File: config.mk
export PLATFORM = sky130hd
export DESIGN_NAME = ram_hs
export DESIGN_NICKNAME = d
export VERILOG_FILES = /design/src/rtl/ram_hs.sv
export SDC_FILE = /design/constraint.sdc
export NUM_CORES = 1
export LEC_CHECK = 0
export CAP_MARGIN = 20
export CORE_ASPECT_RATIO = 1.5
export CORE_MARGIN = 2
export CORE_UTILIZATION = 27
export DETAILED_ROUTE_END_ITERATION = 10
export SYNTH_ARGS = -nofsm -noshare
export SYNTH_HDL_FRONTEND = slang
export SYNTH_SLANG_ARGS = --single-unit
File: constraint.sdc
create_clock -name clk -period 3.6 [get_ports clk]
set_clock_uncertainty 0.2 [all_clocks]
set_input_delay 0.72 -clock clk [delete_from_list [all_inputs] [get_ports clk]]
set_output_delay 0.72 -clock clk [all_outputs]
set_load 0.01 [all_outputs]
File: src/rtl/ram_hs.sv
// ram_hs: single-port synchronous RAM with a valid/ready request port, a
// post-reset clear sequencer and a fixed-latency in-order response pipeline.
module ram_hs #(
   parameter  int WORD_SIZE    = 20,
   parameter  int WORD_AMOUNT  = 30,
   parameter  int READ_LATENCY = 2,
   localparam int ADDR_W       = (WORD_AMOUNT > 1) ? $clog2(WORD_AMOUNT) : 1
) (
   input  logic                 clk,
   input  logic                 rst,
   input  logic                 req_valid,
   output logic                 req_ready,
   input  logic                 req_op,
   input  logic [ADDR_W-1:0]    req_addr,
   input  logic [WORD_SIZE-1:0] req_wdata,
   output logic                 resp_valid,
   output logic [WORD_SIZE-1:0] resp_rdata,
   output logic                 resp_err
);
   localparam int unsigned       LAT   = READ_LATENCY;
   localparam logic [ADDR_W:0]   LIMIT = (ADDR_W + 1)'(WORD_AMOUNT);
   localparam logic [ADDR_W-1:0] LAST  = ADDR_W'(WORD_AMOUNT - 1);

   typedef enum logic {CLEAR, RUN} state_t;

   state_t               state;
   logic [ADDR_W-1:0]    clr_cnt;
   logic [WORD_SIZE-1:0] mem [WORD_AMOUNT];

   logic                 pv [LAT];
   logic                 pe [LAT];
   logic [WORD_SIZE-1:0] pd [LAT];

   logic                 accept;
   logic                 in_range;
   logic                 mem_we;
   logic [ADDR_W-1:0]    mem_waddr;
   logic [WORD_SIZE-1:0] mem_wdata;
   logic [WORD_SIZE-1:0] rd_word;

   // One write port shared by the clear sequencer and accepted writes;
   // req_ready is only high in RUN, so the two never compete.
   always_comb begin
      accept    = req_valid & req_ready & ~rst;
      in_range  = ({1'b0, req_addr} < LIMIT);
      rd_word   = '0;
      if (accept && in_range && !req_op)
         rd_word = mem[req_addr];
      mem_we    = 1'b0;
      mem_waddr = req_addr;
      mem_wdata = req_wdata;
      if (state == CLEAR) begin
         mem_we    = ~rst;
         mem_waddr = clr_cnt;
         mem_wdata = '0;
      end else if (accept && in_range && req_op) begin
         mem_we = 1'b1;
      end
   end

   always_ff @(posedge clk) begin
      if (mem_we)
         mem[mem_waddr] <= mem_wdata;
   end

   always_ff @(posedge clk) begin
      if (rst) begin
         state     <= CLEAR;
         clr_cnt   <= '0;
         req_ready <= 1'b0;
         for (int unsigned i = 0; i < LAT; i++) begin
            pv[i] <= 1'b0;
            pe[i] <= 1'b0;
            pd[i] <= '0;
         end
      end else begin
         case (state)
            CLEAR: begin
               if (clr_cnt == LAST) begin
                  state     <= RUN;
                  req_ready <= 1'b1;
               end else begin
                  clr_cnt <= clr_cnt + 1'b1;
               end
            end
            RUN: ;
            default: state <= CLEAR;
         endcase
         // Stage 0 is loaded at the accept edge, so LAT stages give LAT-1 edges of delay.
         pv[0] <= accept;
         pe[0] <= accept & ~in_range;
         pd[0] <= rd_word;
         for (int unsigned i = 1; i < LAT; i++) begin
            pv[i] <= pv[i-1];
            pe[i] <= pe[i-1];
            pd[i] <= pd[i-1];
         end
      end
   end

   assign resp_valid = pv[LAT-1];
   assign resp_err   = pe[LAT-1];
   assign resp_rdata = pd[LAT-1];

endmodule

# Yosys cells after proc, flatten, opt, wreduce, memory -nomap -nowiden
# Memory sizes are Yosys's and may differ from the RTL's.
# Index checks and enable logic that the tools add are counted.
# Widths: inputs -> output; s select.
[op_classes] n_addsub=1 n_lt_le_gt_ge=1 n_eq_ne=1 n_mux=18 bitwise_logic=13 reduce_logical=6
[op_table] operator="$mux 20" n=4
[op_table] operator="$mux 1" n=13
[op_table] operator="$or 1x1->1" n=6
[op_table] operator="$add 5x1->5 const B" n=1
[op_table] operator="$eq 5x5->1 const B" n=1
[op_table] operator="$lt 5x5->1 const B" n=1
[op_table] operator="$mux 5" n=1
[op_table] operator="$not 1->1" n=4
[op_table] operator="$reduce_and 2->1" n=2
[op_table] operator="$and 1x1->1" n=3
[op_table] operator="$logic_and 1x1->1" n=3
[op_table] operator="$logic_not 1->1" n=1
[totals] reg_bits=7 ramBits=644 inputBits=29 output_inout_bits=23 elab_cells=47 memories=4
[memory_table] memory="mem" depth=30 word_bits=20 rd=1 rd_ports_with_merged_regs=0 wr=1 line="28" rtl="logic [WORD_SIZE-1:0] mem [WORD_AMOUNT];"
[memory_table] memory="pd" depth=2 word_bits=20 rd=2 rd_ports_with_merged_regs=0 wr=2 line="32" rtl="logic [WORD_SIZE-1:0] pd [LAT];"
[memory_table] memory="pe" depth=2 word_bits=1 rd=2 rd_ports_with_merged_regs=0 wr=2 line="31" rtl="logic pe [LAT];"
[memory_table] memory="pv" depth=2 word_bits=1 rd=2 rd_ports_with_merged_regs=0 wr=2 line="30" rtl="logic pv [LAT];"

# Depth between registers and ports, before layout
[logic_depth] depth_word=8 depth_mapped=9 depth_no_buf=6

# Worst setup path before layout
# OpenSTA, ideal clock, no wires.
[synth_timing] path_type="in2reg" start="input port req_addr[0]" end="memory mem[29][0], enable pin" setup_ps=397 t_arrival_ps=2780 required_ps=3003 setup_slack_ps=223 path_stages=9 n_path_buf=5 path_cell_list="buf_4 -> buf_6 -> buf_6 -> buf_6 -> buf_6 -> nand2_1 -> o32ai_1 -> nand2_1 -> nor2_1"
[synth_between] elab_chain_cells=7 elab_cells_between_ends=8 classes_between="1 x order compare; 5 x mux; 2 x reduce/logical"
[synth_lines] item="start: declaration" line="14" rtl="input logic [ADDR_W-1:0] req_addr,"
[synth_lines] item="$lt 5x5->1" line="45" rtl="in_range = ({1'b0, req_addr} < LIMIT);"
[synth_lines] item="$logic_and 1x1->1 (2 in a row)" line="56" rtl="end else if (accept && in_range && req_op) begin"
[synth_lines] item="$mux 1" line="56"
[synth_lines] item="$mux 1" line="52" rtl="if (state == CLEAR) begin"
[synth_lines] item="$mux 1" line="62" rtl="if (mem_we)"
[synth_lines] item="$mux 1 (not written as such)" line="63" rtl="mem[mem_waddr] <= mem_wdata;"
[synth_lines] item="end: declaration" line="28"
# Parallel ways exist; a longest one is shown, timed or not.

# Worst setup path after layout
[layout_timing] start="input port rst" end="memory mem[6][4], enable pin"
[layout_between] elab_chain_cells=8
[layout_lines] item="start: declaration" line="10" rtl="input logic rst,"
[layout_lines] item="$not 1->1 (*)" line="44, 53"
[layout_lines] item="$and 1x1->1" line="44" rtl="accept = req_valid & req_ready & ~rst;"
[layout_lines] item="$logic_and 1x1->1 (2 in a row)" line="56"
[layout_lines] item="$mux 1" line="56"
[layout_lines] item="$mux 1 (*)" line="52"
[layout_lines] item="$mux 1 (*)" line="62"
[layout_lines] item="$mux 1 (not written as such) (*)" line="63"
# Every way passes the cells marked *; elsewhere a longest branch is shown, timed or not.

==> flow_summary.json <==
{
  "timing.max_cap.violations": 0,
  "htree_num_levels": 2,
  "yosysTopAreaCell": "sky130_fd_sc_hd__edfxtp_1",
  "grt_pass1_wl_um": 87900,
  "synth-edff-count": 600,
  "min-delay-path-class": "flop to flop",
  "placedCellCount": 2539,
  "gr-usage-all-layers_pct": 12.7,
  "cts.reportedPaths.clkPinSlew_ns": 0.06,
  "hold_viol": 0,
  "cpLargestDelayFamily": "buffers and inverters",
  "core_um2": 92700,
  "detail_route.wl_per_cell_um": 23.0,
  "critPathSlowestCell": "sky130_fd_sc_hd__o32ai_2",
  "vias": 11900,
  "hold_buffers": 0,
  "dr.first_iter.drc_count": 807,
  "drt_pass1_iterations": 5,
  "initial_antenna_violation_count": 1,
  "data_arrival_time_at_the_worst_slack_endpoint_ns": 2.93,
  "maxSlewViolCount": 0,
  "drc": 0,
  "via_count_of_the_first_global_routing_pass": 12700,
  "cp_data_required_time_ns": 3.70,
  "vias_per_cell": 4.50,
  "synth.top_cells.by_area": "sky130_fd_sc_hd__edfxtp_1 72%, sky130_fd_sc_hd__mux4_2 12%, sky130_fd_sc_hd__dfxtp_1 4.1%",
  "fmax_mhz": 353,
  "final_antenna_net_count": 0,
  "global_route.overflow_total": 0,
  "start_util_pct": 27.1,
  "routabilityCongestion": 0.804,
  "crit_path_end": "mem[6][4]",
  "buffer_ports.inserted": 51,
  "number_of_buffers_created_by_cts": 54,
  "worstPathCellList": "clkdlybuf4s50_1, nand3b_1, o32ai_2, o21ai_1, buf_12, nor2_2, buf_4",
  "synth-warning-count": 0,
  "fin_setup_tns_ns": 0,
  "synth.net_count": 1240,
  "r2r_cells": 6,
  "antenna_cells": 0,
  "worst_setup_path_startpoint": "rst",
  "synthToLayoutAreaGrowth_pct": 18.0,
  "p_per_area_nw_per_um2": 509,
  "finalCriticalPeriod_ns": 2.83,
  "report.final.setup_viol": 0,
  "rsz_0062_raised_after_global_routing": "false",
  "rows": 137,
  "end_of_the_worst_register_to_register_path": "mem[6][4]",
  "synth.ff_latch_count": 651,
  "async_reset_ff_share_pct": 0,
  "cts_tree": "done",
  "cts_repair_resize_count": 0,
  "timing.final.crit_share_pct": 78.7,
  "netlist_area_um2": 25200,
  "worstSkewPairLatency_ns": 0.61,
  "synthesis.instances": 1209,
  "cts.repair_timing.setup_buffer_count": 0,
  "irDropWorstVdd_uv": 307,
  "crit_path_max_fanout": 10,
  "synth_top_cell_area_share_pct": 71.6,
  "io_pins": 52,
  "cellLeakagePower_nw": 9.83,
  "maxSlewHeadroom_pct": 47.3,
  "postRouteWirelength_um": 60600,
  "finalNonFillerCells": 2640,
  "finalHoldWorstSlack_ns": 0.238,
  "design.die.area_um2": 95700,
  "synthDistinctLibCells": 56,
  "die_height_um": 378,
  "timing.rr.start": "req_ready",
  "cts_buffer_depth": 3,
  "postSynthAreaPerCell_um2": 20.8,
  "sequential_share_of_the_synthesized_area_pct": 75.7,
  "finish.net_count": 1375,
  "cts_root_buffer": "sky130_fd_sc_hd__clkbuf_16",
  "setup.worst_path.class": "input pin to flop",
  "number_of_buffers_and_inverters_on_the_critical_path": 3,
  "synthFlopType": "sky130_fd_sc_hd__edfxtp_1",
  "final_layout_size_suffix_gt1_share_pct": 31.0,
  "critical_path.endpoint_type": "flop",
  "worstSetupPathDepth": 7,
  "status": "finished, final reports clean",
  "rrSetupSlack_ns": 1.04,
  "die_x_um": 253,
  "clock-sinks": 651,
  "place.detailed.hpwl_um": 39600,
  "grt_max_degree": 42,
  "cp-start-kind": "input pin",
  "slowest_delay_ns": 0.54,
  "tightest_slew_ns": 0.789
}
-- synthesized netlist by cell type, types with 3 or more instances --
cell type / instances
sky130_fd_sc_hd__nand2b_1: 3
sky130_fd_sc_hd__nor2_1: 40
sky130_fd_sc_hd__dfxtp_1: 51
sky130_fd_sc_hd__a22o_1: 3
sky130_fd_sc_hd__o22ai_1: 20
sky130_fd_sc_hd__o21ai_0: 9
sky130_fd_sc_hd__edfxtp_1: 600
sky130_fd_sc_hd__mux2_2: 41
sky130_fd_sc_hd__a21oi_1: 6
sky130_fd_sc_hd__buf_6: 19
sky130_fd_sc_hd__buf_1: 7
sky130_fd_sc_hd__buf_4: 27
sky130_fd_sc_hd__inv_1: 5
sky130_fd_sc_hd__buf_2: 14
sky130_fd_sc_hd__clkbuf_1: 14
sky130_fd_sc_hd__mux2i_1: 32
sky130_fd_sc_hd__nor4_2: 10
sky130_fd_sc_hd__nor3_1: 4
sky130_fd_sc_hd__mux2_1: 9
sky130_fd_sc_hd__mux4_2: 130
sky130_fd_sc_hd__and2_1: 23
sky130_fd_sc_hd__a211oi_1: 15
sky130_fd_sc_hd__nand2_1: 25
sky130_fd_sc_hd__a2111oi_2: 5
sky130_fd_sc_hd__o32ai_1: 3
sky130_fd_sc_hd__a22oi_1: 14
sky130_fd_sc_hd__nor2b_1: 39
sky130_fd_sc_hd__a2111oi_0: 4
-- stage by stage --
step	util (%)	total power, W	worst slack (ns)	area, um^2
2_1_floorplan	-	0.00878	0.223	25200
3_3_place_gp	30.0	0.00902	0.188	27800
3_5_place_dp	30.0	0.00903	0.169	27800
4_1_cts	32.0	0.0153	0.801	29700
5_1_grt	32.0	0.0155	0.623	29700
6_report	32.0	0.0151	0.768	29700
-- cells in the final DEF, fill, tap and decap left out, types with 15 or more instances in the layout --
master / instances
sky130_fd_sc_hd__clkbuf_16: 58
sky130_fd_sc_hd__dfxtp_1: 51
sky130_fd_sc_hd__and2_1: 22
sky130_fd_sc_hd__mux4_2: 130
sky130_fd_sc_hd__buf_12: 20
sky130_fd_sc_hd__nand2_1: 25
sky130_fd_sc_hd__clkdlybuf4s50_1: 47
sky130_fd_sc_hd__mux2i_1: 32
sky130_fd_sc_hd__nor2b_1: 39
sky130_fd_sc_hd__buf_4: 94
sky130_fd_sc_hd__mux2_2: 41
sky130_fd_sc_hd__a211oi_1: 15
sky130_fd_sc_hd__nor2_2: 30
sky130_fd_sc_hd__edfxtp_1: 600
sky130_fd_sc_hd__o22ai_1: 20
-- how the worst min path moves through the flow --
stage	start	end	slack, ns	cells after the start
finish	pd[0][3]	pd[0][23]	0.24	1
CTS	pd[0][3]	pd[0][23]	0.24	1
global placement	pv[0][0]	pv[0][1]	0.22	1
floorplan	pd[0][0]	pd[0][20]	0.21	1
detailed placement	pd[0][3]	pd[0][23]	0.22	1
global route	pd[0][7]	pd[0][27]	0.25	1
-- where the power goes --
| group | total, W | internal (W) | switching (W) |
|---|---|---|---|
| Sequential | 0.00820 | 0.00818 | 0.0000152 |
| Clock | 0.00626 | 0.00356 | 0.00271 |
| Combinational | 0.000658 | 0.000298 | 0.000360 |
-- sequential cells by signal, indices dropped and copies added (netlist names) --
register   count
pv             2
clr_cnt        5
mem          600
pd            40
state          1
req_ready      1
pe             2
-- final cells by class --
class                           instances  area (um^2)
Multi-Input combinational cell        468         5560
Inverter                                5         18.8
Tap cell                             1251         1570
Clock inverter                         30          353
Clock buffer                           71         1550
Timing Repair Buffer                  164         1610
Sequential cell                       651        19000
Fill cell                            8784        63000
-- layer usage --
metal,vias to the layer above,track usage [%],share of wire (%)
met5,-,0,0
met4,0,7.25,5.9
met1,6254,14.0,38
met2,317,23.3,53
li1,5192,-,-
met3,128,1.53,3.6
-- cell families after synthesis --
kind of cell	Yosys count	synth area share, %
compound gates	92	2.78
xor+xnor	3	0.104
fa+ha+maj	2	0.0994
buf+inv	90	2.54
flops	651	75.7
mux	214	15.3
simple gates	157	3.55
Note: power is estimated with default switching activity, not from simulation.
